### src/rtl/pipe_pkg.sv
// -----------------------------------------------------------------------------
// pipe_pkg
// Shared types and constants for the pipelined CPU hazard logic.
//   sb_entry_t  : one in-flight scoreboard slot {valid, wr_en, dst, is_load}
//   FWD_*       : operand-mux select encodings (0 = register file, k+1 = entry k)
//   NOP_INSN    : instruction word loaded into a killed pipeline register
// The dst field is sized for the widest register address supported
// (SB_AW_MAX). Narrower register files zero-extend into it.
// -----------------------------------------------------------------------------
package pipe_pkg;

  localparam int SB_AW_MAX = 8;

  localparam int FWD_RF  = 0;
  localparam int FWD_EX  = 1;
  localparam int FWD_MEM = 2;
  localparam int FWD_WR  = 3;

  localparam logic [31:0] NOP_INSN = 32'h0;

  typedef struct packed {
    logic                 valid;
    logic                 wr_en;
    logic [SB_AW_MAX-1:0] dst;
    logic                 is_load;
  } sb_entry_t;

  localparam int SB_ENTRY_W = $bits(sb_entry_t);

endpackage

### src/rtl/pipe_scoreboard.sv
// -----------------------------------------------------------------------------
// pipe_scoreboard
// DEPTH-deep shift register of in-flight instructions. Entry 0 is the
// instruction now in EX, entry k is EX+k. Every cycle each entry moves one
// slot older and the oldest drops off.
// Ports:
//   clk, rst_n : clock, synchronous active-low reset (clears all entries)
//   bubble     : load an empty slot into entry 0 instead of din
//   din        : instruction leaving ID
//   entries    : all slots, flattened, entry k at [k*SB_ENTRY_W +: SB_ENTRY_W]
// -----------------------------------------------------------------------------
module pipe_scoreboard
  import pipe_pkg::*;
#(
  parameter int DEPTH = 3
) (
  input  logic                        clk,
  input  logic                        rst_n,
  input  logic                        bubble,
  input  sb_entry_t                   din,
  output logic [DEPTH*SB_ENTRY_W-1:0] entries
);

  sb_entry_t sr [DEPTH];

  always_ff @(posedge clk) begin
    if (!rst_n) begin
      for (int k = 0; k < DEPTH; k++) sr[k] <= '0;
    end else begin
      sr[0] <= bubble ? sb_entry_t'('0) : din;
      for (int k = 1; k < DEPTH; k++) sr[k] <= sr[k-1];
    end
  end

  for (genvar g = 0; g < DEPTH; g++) begin : g_flat
    assign entries[g*SB_ENTRY_W +: SB_ENTRY_W] = sr[g];
  end

endmodule

### src/rtl/pipe_hazard_unit.sv
// -----------------------------------------------------------------------------
// pipe_hazard_unit
// Hazard control beside the ID stage: tracks in-flight destinations, selects
// operand forwarding, stalls on load-use, flushes IF/ID after a taken branch
// and counts stall cycles.
// Ports:
//   clk, rst_n                 : clock, synchronous active-low reset
//   id_valid                   : ID holds a real instruction
//   id_rs/id_rt, id_uses_rs/rt : ID source registers and whether they are read
//   id_wr_en, id_dst           : ID writes register id_dst
//   id_is_load                 : ID instruction is a load
//   ex_br_taken                : branch in EX resolved taken
//   stall                      : hold PC and IF/ID
//   bubble_ex                  : insert NOP into ID/EX (same as stall)
//   flush_ifid                 : zero the IF/ID instruction
//   fwd_a_sel/fwd_b_sel        : 0 = register file, k+1 = scoreboard entry k
//   stall_cnt                  : saturating count of stall cycles
// Build option HAZARD_FWD_EN: when defined, forwarding is enabled and only
// load-use within LOAD_LAT stalls. When undefined, the forward selects are 0
// and any in-flight producer of a used source stalls ID (pure interlock).
// Flush always overrides stall: the killed instruction never stalls.
// -----------------------------------------------------------------------------
module pipe_hazard_unit
  import pipe_pkg::*;
#(
  parameter int REG_AW     = 5,
  parameter int FWD_STAGES = 3,
  parameter int LOAD_LAT   = 1,
  parameter int BR_FLUSH   = 2,
  parameter int CNT_W      = 16
) (
  input  logic                              clk,
  input  logic                              rst_n,
  input  logic                              id_valid,
  input  logic [REG_AW-1:0]                 id_rs,
  input  logic [REG_AW-1:0]                 id_rt,
  input  logic                              id_uses_rs,
  input  logic                              id_uses_rt,
  input  logic                              id_wr_en,
  input  logic [REG_AW-1:0]                 id_dst,
  input  logic                              id_is_load,
  input  logic                              ex_br_taken,
  output logic                              stall,
  output logic                              bubble_ex,
  output logic                              flush_ifid,
  output logic [$clog2(FWD_STAGES+1)-1:0]   fwd_a_sel,
  output logic [$clog2(FWD_STAGES+1)-1:0]   fwd_b_sel,
  output logic [CNT_W-1:0]                  stall_cnt
);

  localparam int SEL_W = $clog2(FWD_STAGES + 1);
  localparam int FC_W  = (BR_FLUSH > 0) ? $clog2(BR_FLUSH + 1) : 1;

  // ---------------- scoreboard ----------------
  logic [FWD_STAGES*SB_ENTRY_W-1:0] sb_flat;
  sb_entry_t                        ent [FWD_STAGES];
  sb_entry_t                        id_ent;
  logic                             sb_bubble;
  logic                             raw_stall;

  always_comb begin
    id_ent                 = '0;
    id_ent.valid           = 1'b1;
    id_ent.wr_en           = id_wr_en;
    id_ent.dst[REG_AW-1:0] = id_dst;
    id_ent.is_load         = id_is_load;
  end

  // A stalled or killed ID instruction stays out of the pipe this cycle.
  assign sb_bubble = ~(id_valid & ~stall & ~flush_ifid);

  pipe_scoreboard #(.DEPTH(FWD_STAGES)) u_sb (
    .clk     (clk),
    .rst_n   (rst_n),
    .bubble  (sb_bubble),
    .din     (id_ent),
    .entries (sb_flat)
  );

  for (genvar g = 0; g < FWD_STAGES; g++) begin : g_unpack
    assign ent[g] = sb_entry_t'(sb_flat[g*SB_ENTRY_W +: SB_ENTRY_W]);
  end

  // Register 0 is hard-wired zero and never has a producer.
  function automatic logic sb_match(input sb_entry_t e, input logic [REG_AW-1:0] r);
    logic [SB_AW_MAX-1:0] rx;
    rx             = '0;
    rx[REG_AW-1:0] = r;
    return e.valid && e.wr_en && (e.dst == rx) && (r != '0);
  endfunction

`ifdef HAZARD_FWD_EN
  logic [SEL_W-1:0] a_sel, b_sel;
  logic             a_load, b_load;

  // Scan oldest to youngest so the youngest producer overwrites the result.
  always_comb begin
    a_sel  = SEL_W'(FWD_RF);
    b_sel  = SEL_W'(FWD_RF);
    a_load = 1'b0;
    b_load = 1'b0;
    for (int k = FWD_STAGES - 1; k >= 0; k--) begin
      if (id_uses_rs && sb_match(ent[k], id_rs)) begin
        a_sel  = SEL_W'(FWD_EX + k);
        a_load = ent[k].is_load && (k < LOAD_LAT);
      end
      if (id_uses_rt && sb_match(ent[k], id_rt)) begin
        b_sel  = SEL_W'(FWD_EX + k);
        b_load = ent[k].is_load && (k < LOAD_LAT);
      end
    end
  end

  assign fwd_a_sel = a_sel;
  assign fwd_b_sel = b_sel;
  assign raw_stall = a_load | b_load;
`else
  logic a_hit, b_hit;
  logic unused_load;

  always_comb begin
    a_hit       = 1'b0;
    b_hit       = 1'b0;
    unused_load = id_is_load;
    for (int k = 0; k < FWD_STAGES; k++) begin
      a_hit       = a_hit | (id_uses_rs && sb_match(ent[k], id_rs));
      b_hit       = b_hit | (id_uses_rt && sb_match(ent[k], id_rt));
      unused_load = unused_load ^ ent[k].is_load;
    end
  end

  assign fwd_a_sel = '0;
  assign fwd_b_sel = '0;
  assign raw_stall = a_hit | b_hit;
`endif

  // ---------------- branch flush ----------------
  logic [FC_W-1:0] flush_cnt;

  always_ff @(posedge clk) begin
    if (!rst_n) begin
      flush_cnt <= '0;
    end else if (ex_br_taken) begin
      flush_cnt <= FC_W'(BR_FLUSH);
    end else if (flush_cnt != '0) begin
      flush_cnt <= flush_cnt - FC_W'(1);
    end
  end

  assign flush_ifid = (flush_cnt != '0) | ex_br_taken;
  assign stall      = raw_stall & ~flush_ifid;
  assign bubble_ex  = stall;

  // ---------------- stall statistics ----------------
  always_ff @(posedge clk) begin
    if (!rst_n) begin
      stall_cnt <= '0;
    end else if (stall && (stall_cnt != '1)) begin
      stall_cnt <= stall_cnt + CNT_W'(1);
    end
  end

endmodule

### config.mk
export PLATFORM = sky130hd
export DESIGN_NAME = pipe_hazard_unit
export DESIGN_NICKNAME = d
export VERILOG_FILES = /design/src/rtl/pipe_pkg.sv /design/src/rtl/pipe_scoreboard.sv /design/src/rtl/pipe_hazard_unit.sv
export SDC_FILE = /design/constraint.sdc
export NUM_CORES = 1
export LEC_CHECK = 0
export BUFFER_PORTS_ARGS = -buffer_cell sky130_fd_sc_hd__buf_2
export CELL_PAD_IN_SITES_DETAIL_PLACEMENT = 0
export CELL_PAD_IN_SITES_GLOBAL_PLACEMENT = 1
export CORE_UTILIZATION = 43
export DETAILED_ROUTE_END_ITERATION = 12
export GPL_ROUTABILITY_DRIVEN = 0
export MAX_ROUTING_LAYER = met4
export PLACE_DENSITY = 0.88
export REMOVE_ABC_BUFFERS = 1
export SYNTH_ARGS = -nofsm -noshare
export SYNTH_HDL_FRONTEND = slang
export SYNTH_SLANG_ARGS = --single-unit
### constraint.sdc
create_clock -name clk -period 3 [get_ports clk]
set_input_delay 0.15 -clock clk [delete_from_list [all_inputs] [get_ports clk]]
set_output_delay 0.15 -clock clk [all_outputs]
set_load 0.1 [all_outputs]
After elaboration in Yosys (flattened, before gate mapping)
Memories as Yosys holds them, arrays and structs flattened.
Index checks and enable logic that the tools add are counted.
Storage, ports and cells
  register bits after elaboration: 18
  memory bits (writable): 33
  input port bits: 23
  output and inout bits: 23
  logic and storage cells: 63
  memories: 1
Memories
  u_sb.sr: words 3, bits a word 11, read ports 3, clocked after memory_dff 0, write ports 3, line pipe_scoreboard.sv:24  | sb_entry_t sr [DEPTH];
Operators by class
  add/subtract/negate cells: 2
  eq/ne operators: 7
  mux-type cells: 8
  bitwise logic cells: 15
  reductions and logical operators: 27
Operators with widths (number)
  equality test 8 x 5 -> 1 bit: 6
  two-way mux 11 bit: 4
  logical AND 1 bit: 22
  adder 16 x 1 -> 16 bit (second input constant): 1
  inequality test 16 bit (second input constant): 1
  nonzero test 5 bit: 2
  OR 1 bit: 9
  two-way mux 2 bit: 2
  nonzero test 2 bit: 2
  AND 1 bit: 3
  inverter 1 bit: 3
  two-way mux 1 bit: 2
  OR reduction 2 bit: 1
  subtractor 2 x 1 -> 2 bit (second input constant): 1

Longest topological paths before layout
Gate-level depths: netlist (run 1).
An unclocked memory read counts as a cell.
  depth after elaboration: 14
  depth in mapped cells: 9
  mapped depth without buffers: 7

Hierarchy
A second synthesis (run 1) with hierarchy kept.
Unflattened totals
  cell total of the unflattened synthesis: 265
  area, all modules: 2474.9 µm²
Modules (own cells, without submodules)
  pipe_hazard_unit: instances 1, cells each 195, area each 1557.7 µm², sequential area each 360.3 µm²
  pipe_scoreboard: instances 1, cells each 70, area each 917.1 µm², sequential area each 660.6 µm²

Least setup slack after synthesis (run 1)
Ideal clock, no wire load.
  kind: register to register
  start: register stall_cnt[3]
  end: register stall_cnt[0]
  library setup time: 0.115 ns
  arrival: 2.519 ns
  required time: 2.885 ns
  slack: 0.367 ns
  cell stages (with the launch flop): 10
  buffers on the path: 2
  period minus slack after synthesis: 2.633 ns
  path through: dfxtp_1 and4_4 nand4_2 nor3_1 or3_1 o22a_1 buf_6 buf_6 xnor2_1 and2_1
Between the ends
  word-level cells in the longest chain between the ends: 2
Ends and longest elaborated chain
  start: declaration: line pipe_hazard_unit.sv:48  | output logic [CNT_W-1:0] stall_cnt
  start signal: assignment: line pipe_hazard_unit.sv:159  | stall_cnt <= stall_cnt + CNT_W'(1);
  inequality test 16 bit: line pipe_hazard_unit.sv:158  | end else if (stall && (stall_cnt != '1)) begin
  logical AND 1 bit: line pipe_hazard_unit.sv:158
No other way between the ends.
A chain may end at the register's enable or synchronous reset.

==> reports/qor.txt, run 1 <==
Lkg Pwr -> 0.890 nW
largest net degree at the start of global routing -> 43
GRT Total Usage -> 18.9%
delay-heaviest family, CP -> simple AND/OR/NAND/NOR gates
Post-Place Setup Slack -> 0.695 ns
placed cell count -> 292
Period minus WS final -> 2.43 ns
Num CTS Buffers -> 5
DRC -> 0
Clock Tree Buf Depth -> 2
Final Worst Setup Slack -> 0.573 ns
RSZ-0062 raised after global routing -> false
post_cts resized -> 0
IO Pins -> 46
fmax -> 0.412 GHz
number of global-route vias before repair -> 1452
crit-path max FO -> 4
Die Wd -> 69.2 µm
via/cell ratio -> 5.16
worst-skew pair later-pin latency -> 0.29 ns
first-pass iteration count of the detailed router -> 4
synthesized area -> 0.00194 mm²
hold buffers post-CTS -> 0
num rows -> 24
Least-Margin Pin Slew -> 0.701 ns
CP max stage delay -> 0.42 ns
first-pass GRT wire length -> 7.03 mm
crit-path cells -> xnor2_1, nand4_1, nor3_1, nor3_1, o22ai_1, nand2_1, inv_1, buf_2
antenna viol nets, final -> 0
CTS tree -> built
Crit Path Category -> register to output port
crit path DAT -> 2.28 ns
fin cells -> 300
Post-Synthesis Cells -> 208
ant diodes -> 0
Layout area overhead -> 17.4%
initial antenna violation count -> 0
Final #Nets -> 271
Fin Clk Skew -> 0.00389 ns
Final Setup Violations -> 0
Tot Pwr -> 1.15 mW
post-DP HPWL -> 2.84 mm
Via Count -> 1547
status -> complete, no violations
clk slew on worst S/H paths -> 0.08 ns
die area -> 0.00478 mm²
detailed-route wire length per cell -> 13.3 µm
Pwr Density -> 504 mW/mm²
CTS Root Buffer Type -> clkbuf_8
Max Cap Viol -> 0
Min Hold Slack -> 0.0492 ns
total gr overflow -> 0
CP endpoint kind -> output port
syn avg cell area -> 9.32 µm²
Iteration-0 DRC Markers -> 94
Die Ht -> 69.2 µm
Peak VDD IR -> 273 µV
Worst EP required -> 2.85 ns
Core ar. -> 0.00435 mm²
Top cell by count, worst path -> nor3_1
number of H-tree levels -> 2
#FFs+latches synth -> 39
number of port buffers -> 40
relative slew slack -> 53.3%
Final Hold Viols -> 0
startpoint types -> register
Seq/Total Area, Yosys -> 40.3%
postcts setup bufs -> 0
Netlist cell types -> 42
Hold Crit Class -> input port to register
DRT Wirelength -> 3.98 mm
critical path buffer and inverter count -> 2
Sink Count -> 39
slowest stage cell, crit path -> buf_2
Initial Utilization -> 44.5%
total negative setup slack -> 0 ns
Warnings, synthesis -> 0
share of post-route cells with drive strength above 1 -> 22.6%
final slew viol count -> 0
period utilization -> 80.9%
==> cells in the mapped netlist, drive strengths merged <==
cell type	count	area, µm²
dfxtp	39	781
xnor2	25	219
and2	21	131
nand2	16	60.1
nor3	11	66.3
nand3	8	40.0
buf	7	60.1
mux2i	7	70.1
nand2b	7	43.8
nand4	7	50.1
inv	6	22.5
xor2	6	52.6
o21ai	5	25.0
or3	5	31.3
clkbuf	4	15.0
or4	4	30.0
a21boi	3	22.5
nor2	3	11.3
nor4	3	18.8
and4	2	20.0
nor2b	2	12.5
nor4b	2	23.8
o211ai	2	15.0
o41ai	2	17.5
a21oi	1	5.00
a41o	1	11.3
conb	1	3.75
ha	1	12.5
nor3b	1	12.5
o221a	1	11.3
o22a	1	8.76
o22ai	1	6.26
o311a	1	10.0
o311ai	1	8.76
or4b	1	10.0
==> power breakdown <==
group / switching (mW) / internal, mW
logic: 0.0669 / 0.0347
clock network: 0.187 / 0.332
registers: 0.00510 / 0.523
==> layer usage <==
layer	GRT usage (%)	vias to the layer above	wire length (µm)
met2	26.9	31	1830
met5	-	-	0
met3	4.09	7	140
li1	-	794	-
met1	26.0	715	1940
met4	7.48	0	70
==> placed cells by master (no fill, tap or decap), drive strengths merged, types with 6 or more instances in the layout <==
cell type	n
buf	40
nand3	8
nand4	7
xor2	6
inv	6
nand2	16
nor3	11
mux2i	7
dfxtp	39
nand2b	7
xnor2	25
and2	21
==> logic make-up (layout without fill, tap and decap cells) <==
kind of cell,Yosys count,count (layout),share of synthesized area (%)
DFF,39,39,40.3
muxes,7,7,3.61
other,1,4,0.193
adders and majority gates,1,1,0.645
buffers and inverters,17,54,5.03
AOI/OAI and AO/OA,19,19,7.29
and+or+nand+nor,93,93,29.0
xor gates and xnor gates,31,31,14.0
==> path summary, 6_finish.rpt <==
kind / start / to / slack, ns / cells past startpoint
hold reg to reg: u_sb.sr[0][21] / u_sb.sr[0][32] / 0.46 / 1
setup / recovery: u_sb.sr[0][24] / bubble_ex / 0.57 / 8
hold / removal: id_dst[3] / u_sb.sr[0][4] / 0.05 / 2
setup reg to reg: stall_cnt[0] / stall_cnt[3] / 0.67 / 7
==> sequential cells by signal (all words and copies together), names as in the netlist <==
name	cells
stall_cnt	16
flush_cnt	2
u_sb.sr	21
==> metrics by stage <==
step | util (%) | instance area (µm²)
2_1_floorplan | - | 1880
3_3_place_gp | 49.2 | 2140
5_1_grt | 52.3 | 2280
3_5_place_dp | 49.2 | 2140
4_1_cts | 52.3 | 2280
6_report | 52.3 | 2280
==> cell type report <==
class,count,area [µm²]
fill,391,2080
multi-input combinational,155,1070
sequential,39,781
timing repair buffer,40,200
clock buffer,5,68.8
clock inverter,3,67.6
tap,52,65.1
inverter,6,22.5
(Power assumes the default switching activity.)
==> run 2: changes to the inputs <==
--- a/config.mk
+++ b/config.mk
@@ -8,11 +8,11 @@
 export BUFFER_PORTS_ARGS = -buffer_cell sky130_fd_sc_hd__buf_2
 export CELL_PAD_IN_SITES_DETAIL_PLACEMENT = 0
 export CELL_PAD_IN_SITES_GLOBAL_PLACEMENT = 1
-export CORE_UTILIZATION = 43
+export CORE_UTILIZATION = 40
 export DETAILED_ROUTE_END_ITERATION = 12
 export GPL_ROUTABILITY_DRIVEN = 0
 export MAX_ROUTING_LAYER = met4
-export PLACE_DENSITY = 0.88
+export PLACE_DENSITY = 0.83
 export REMOVE_ABC_BUFFERS = 1
 export SYNTH_ARGS = -nofsm -noshare
 export SYNTH_HDL_FRONTEND = slang
==> constraint.sdc (replaced) <==
create_clock -name clk -period 2.3 [get_ports clk]
set_input_delay 0.115 -clock clk [delete_from_list [all_inputs] [get_ports clk]]
set_output_delay 0.115 -clock clk [all_outputs]
set_load 0.1 [all_outputs]
==> reports/qor.txt, run 2 (synthesis results as in run 1) <==
status -> complete, no violations
CTS tree -> built
slowest stage cell, crit path -> dfxtp_1
die area -> 0.00513 mm²
first-pass iteration count of the detailed router -> 4
Tot Pwr -> 1.28 mW
CP endpoint kind -> register
postcts setup bufs -> 0
Peak VDD IR -> 341 µV
crit-path max FO -> 9
Via Count -> 1538
Hold Crit Class -> input port to register
Final #Nets -> 276
Worst EP required -> 2.52 ns
Final Hold Viols -> 0
# fillers -> 443
clk slew on worst S/H paths -> 0.07 ns
CTS Root Buffer Type -> clkbuf_8
commonest non-fill, non-tap cells in the layout -> 39 x dfxtp_1, 38 x buf_2, 25 x xnor2_1, 21 x and2_1, 15 x nand2_1
total gr overflow -> 0
num rows -> 24
Max Cap Viol -> 0
crit-path cells -> ha_1, nand4_2, nor3_1, or3_1, o22a_1, buf_4, nor4b_2, mux2i_1
via/cell ratio -> 5.06
Min Hold Slack -> 0.0265 ns
DRC -> 0
Lkg Pwr -> 0.899 nW
Num CTS Buffers -> 5
Initial Utilization -> 43.1%
Pwr Density -> 554 mW/mm²
antenna viol nets, final -> 0
Clock Tree Buf Depth -> 2
multi-input logic area -> 0.00109 mm²
Post-DP Area -> 0.00221 mm²
cell area after layout -> 0.00231 mm²
Fin Clk Skew -> 0.00642 ns
GRT Total Usage -> 18.0%
Iteration-0 DRC Markers -> 61
number of global-route vias before repair -> 1458
crit path DAT -> 2.31 ns
first-pass GRT wire length -> 6.85 mm
Final Worst Setup Slack -> 0.210 ns
number of port buffers -> 40
worst-skew pair later-pin latency -> 0.29 ns
Layout area overhead -> 19.2%
Sink Count -> 39
most common cell after layout, fill and taps aside -> dfxtp_1
initial antenna violation count -> 0
largest net degree at the start of global routing -> 29
Post-Place Setup Slack -> 0.197 ns
detailed-route wire length per cell -> 13.0 µm
ant diodes -> 0
RSZ-0062 raised after global routing -> false
fmax -> 0.478 GHz
period utilization -> 90.9%
Period minus WS final -> 2.09 ns
number of H-tree levels -> 2
Final Setup Violations -> 0
IO Pins -> 46
startpoint types -> register
Die Wd -> 71.6 µm
Crit Path Category -> register to register
DRT Wirelength -> 3.96 mm
number of flip-flops in the largest register -> 21
CP max stage delay -> 0.35 ns
final slew viol count -> 0
post-DP HPWL -> 3.05 mm
share of post-route cells with drive strength above 1 -> 25.4%
register area -> 781 µm²
Core ar. -> 0.00450 mm²
Regs by FF count -> u_sb.sr (21), stall_cnt (16), flush_cnt (2)
largest register by flop count -> u_sb.sr
Die Ht -> 71.6 µm
## run 2: cell types whose count changed in the layout (fill, tap and decap cells not counted), moves of 2 or more
cell / delta
buf_4: +5
buf_12: +2
buf_2: -2
bufinv_16: -2
## run 2: per-layer routing
layer	part of all wire [%]	vias up	track usage [%]
li1	-	808	-
met1	52	697	25.0
met2	44	29	25.1
met3	3.2	4	3.80
met4	1.7	0	7.84
met5	0	-	-
## run 2: layout make-up
cell class,count,area share (%)
clock inverters,1,0.217
flip-flops and latches,39,33.8
multi-input cells,155,47.0
clock buffers,6,3.57
repair buffers,45,11.6
well taps,52,2.82
inverters,6,0.975
## run 2: worst paths after layout
kind | cells after the start | from | end | slack [ns]
max | 8 | stall_cnt[0] | stall_cnt[6] | 0.21
max reg2reg | 8 | stall_cnt[0] | stall_cnt[6] | 0.21
min reg2reg | 1 | u_sb.sr[0][21] | u_sb.sr[0][32] | 0.46
min | 2 | id_dst[3] | u_sb.sr[0][4] | 0.03
## run 2: report_power, final
group	switching, mW	internal (mW)	total, mW
combinational	0.0869	0.0464	0.133
sequential	0.00662	0.683	0.689
clock	0.222	0.235	0.457
## run 2: through the flow
step           TNS (ns)  util (%)  instances
6_report              0      51.3        304
5_1_grt               0      51.3        304
4_1_cts               0      51.0        304
3_5_place_dp          0      49.0        297
3_3_place_gp          0      49.0        297
2_1_floorplan     -6.23         -        200
## run 2: timing repair
item | 4_1_cts | 5_1_grt
hold buffers | 0 | 0
gates resized for setup | 0 | 4
setup endpoints to repair | 0 | 3
## run 2: critical path, delay by kind of cell, from the launching register on
family	cells	cell delay [ns]
and+or+nand+nor	4	0.76
AOI/OAI and AO/OA	1	0.26
adders and majority gates	1	0.26
DFF	1	0.35
buffers and inverters	1	0.20
muxes	1	0.20
==> run 3: changes to the inputs <==
--- a/config.mk
+++ b/config.mk
@@ -8,11 +8,12 @@
 export BUFFER_PORTS_ARGS = -buffer_cell sky130_fd_sc_hd__buf_2
 export CELL_PAD_IN_SITES_DETAIL_PLACEMENT = 0
 export CELL_PAD_IN_SITES_GLOBAL_PLACEMENT = 1
-export CORE_UTILIZATION = 40
+export CORE_UTILIZATION = 41
+export CTS_BUF_LIST = sky130_fd_sc_hd__clkbuf_4 sky130_fd_sc_hd__clkbuf_8
 export DETAILED_ROUTE_END_ITERATION = 12
 export GPL_ROUTABILITY_DRIVEN = 0
 export MAX_ROUTING_LAYER = met4
-export PLACE_DENSITY = 0.83
+export PLACE_DENSITY = 0.85
 export REMOVE_ABC_BUFFERS = 1
 export SYNTH_ARGS = -nofsm -noshare
 export SYNTH_HDL_FRONTEND = slang
==> reports/qor.txt, run 3 (synthesis results as in run 1) <==
DRC -> 0
Hold Crit Class -> input port to register
Iteration-0 DRC Markers -> 89
Peak VDD IR -> 288 µV
Clock Tree Buf Depth -> 2
worst reg-to-reg setup slack -> 0.20 ns
CP endpoint kind -> output port
worst-skew pair later-pin latency -> 0.30 ns
Lkg Pwr -> 0.913 nW
Fin Clk Skew -> 0.00529 ns
cell area after layout -> 0.00233 mm²
Via Count -> 1557
fin cells -> 305
largest register by flop count -> u_sb.sr
CTS Root Buffer Type -> clkbuf_8
Period minus WS final -> 2.14 ns
Reg2Reg Depth -> 8
RSZ-0062 raised after global routing -> false
Worst Hold End -> u_sb.sr[0][4]
R2R Path Start -> stall_cnt[0]
total gr overflow -> 0
Num CTS Buffers -> 5
Crit Path Category -> register to output port
status -> complete, no violations
Regs by FF count -> u_sb.sr (21), stall_cnt (16), flush_cnt (2)
Post-DP Area -> 0.00221 mm²
fmax -> 0.467 GHz
largest net degree at the start of global routing -> 29
placed cell count -> 297
num rows -> 24
Core ar. -> 0.00444 mm²
FF-to-FF End -> stall_cnt[3]
most common cell after layout, fill and taps aside -> dfxtp_1
Worst Hold Depth -> 2
DRT Wirelength -> 4.05 mm
number of flip-flops in the largest register -> 21
startpoint types -> register
final slew viol count -> 0
first-pass iteration count of the detailed router -> 4
hold buffers post-CTS -> 0
CTS tree -> built
via/cell ratio -> 5.10
Final Setup Violations -> 0
detailed-route wire length per cell -> 13.3 µm
antenna viol nets, final -> 0
Initial Utilization -> 43.6%
number of H-tree levels -> 2
crit-path max FO -> 4
GRT Total Usage -> 18.2%
commonest non-fill, non-tap cells in the layout -> 39 x dfxtp_1, 38 x buf_2, 25 x xnor2_1, 21 x and2_1, 16 x nand2_1
Pwr Density -> 608 mW/mm²
initial antenna violation count -> 0
ant diodes -> 0
Max Cap Viol -> 0
post-DP HPWL -> 3.07 mm
share of post-route cells with drive strength above 1 -> 24.9%
period utilization -> 93.0%
clk slew on worst S/H paths -> 0.08 ns
first-pass GRT wire length -> 6.88 mm
number of global-route vias before repair -> 1502
postcts setup bufs -> 0
Die Ht -> 70.8 µm
Die Wd -> 70.8 µm
number of port buffers -> 40
Sink Count -> 39
hold path start -> id_dst[3]
IO Pins -> 46
Worst EP required -> 2.18 ns
crit path DAT -> 2.02 ns
Final Hold Viols -> 0
die area -> 0.00501 mm²
Layout area overhead -> 20.3%
Final #Nets -> 276
## run 3: power by group
group / internal, mW / switching [mW] / total [mW] / leakage, nW
clock: 0.351 / 0.244 / 0.595 / 0.0612
sequential: 0.682 / 0.00667 / 0.689 / 0.315
combinational: 0.0464 / 0.0877 / 0.134 / 0.536
## run 3: metal layers
layer	part of all wire [%]	global-route usage, %
met5	0	-
met4	1.4	9.33
met3	3.5	2.99
met2	47	26.9
met1	48	24.1
## run 3: area by class of cell
type                    count  area (µm²)
fillers                   436        2110
inverters                   6        22.5
flip-flops and latches     39         781
well taps                  52        65.1
multi-input cells         155        1080
clock inverters             2        35.0
clock buffers               6        82.6
repair buffers             45         268
## run 3: worst max-delay path by stage
stage,from,slack [ns],depth (start not counted),endpoint
floorplan,stall_cnt[3],-0.45,7,stall_cnt[1]
global placement,stall_cnt[0],0.24,8,stall_cnt[3]
detailed placement,stall_cnt[0],0.20,8,stall_cnt[3]
CTS,u_sb.sr[0][25],0.02,8,stall
global route,u_sb.sr[0][24],0.01,8,stall
finish,u_sb.sr[0][25],0.16,8,stall
## run 3: critical path: stages (launching register included)
cell,delay [ns]
dfxtp_1,0.37
xnor2_1,0.13
nand4_1,0.10
nor3_1,0.27
nor3_1,0.12
o22ai_2,0.23
nand2_1,0.18
inv_2,0.14
buf_12,0.18
## run 3: repair_timing
| action | in CTS | in global routing |
|---|---|---|
| setup endpoints to repair | 0 | 2 |
| endpoints found under the hold margin | 0 | 0 |
| resized for setup | 0 | 2 |
## run 3: stage by stage
step / total power, mW / setup TNS (ns) / hold slack (ns) / setup slack, ns / util [%]
after global placement: 0.838 / 0 / 0.317 / 0.237 / 49.7
after detailed placement: 0.839 / 0 / 0.319 / 0.205 / 49.7
after floorplan: 0.788 / -6.23 / 0.191 / -0.450 / -
after CTS: 1.43 / 0 / 0.00944 / 0.0200 / 52.3
final: 1.42 / 0 / 0.0124 / 0.160 / 52.5
after global routing: 1.48 / 0 / 0.0179 / 0.0136 / 52.5
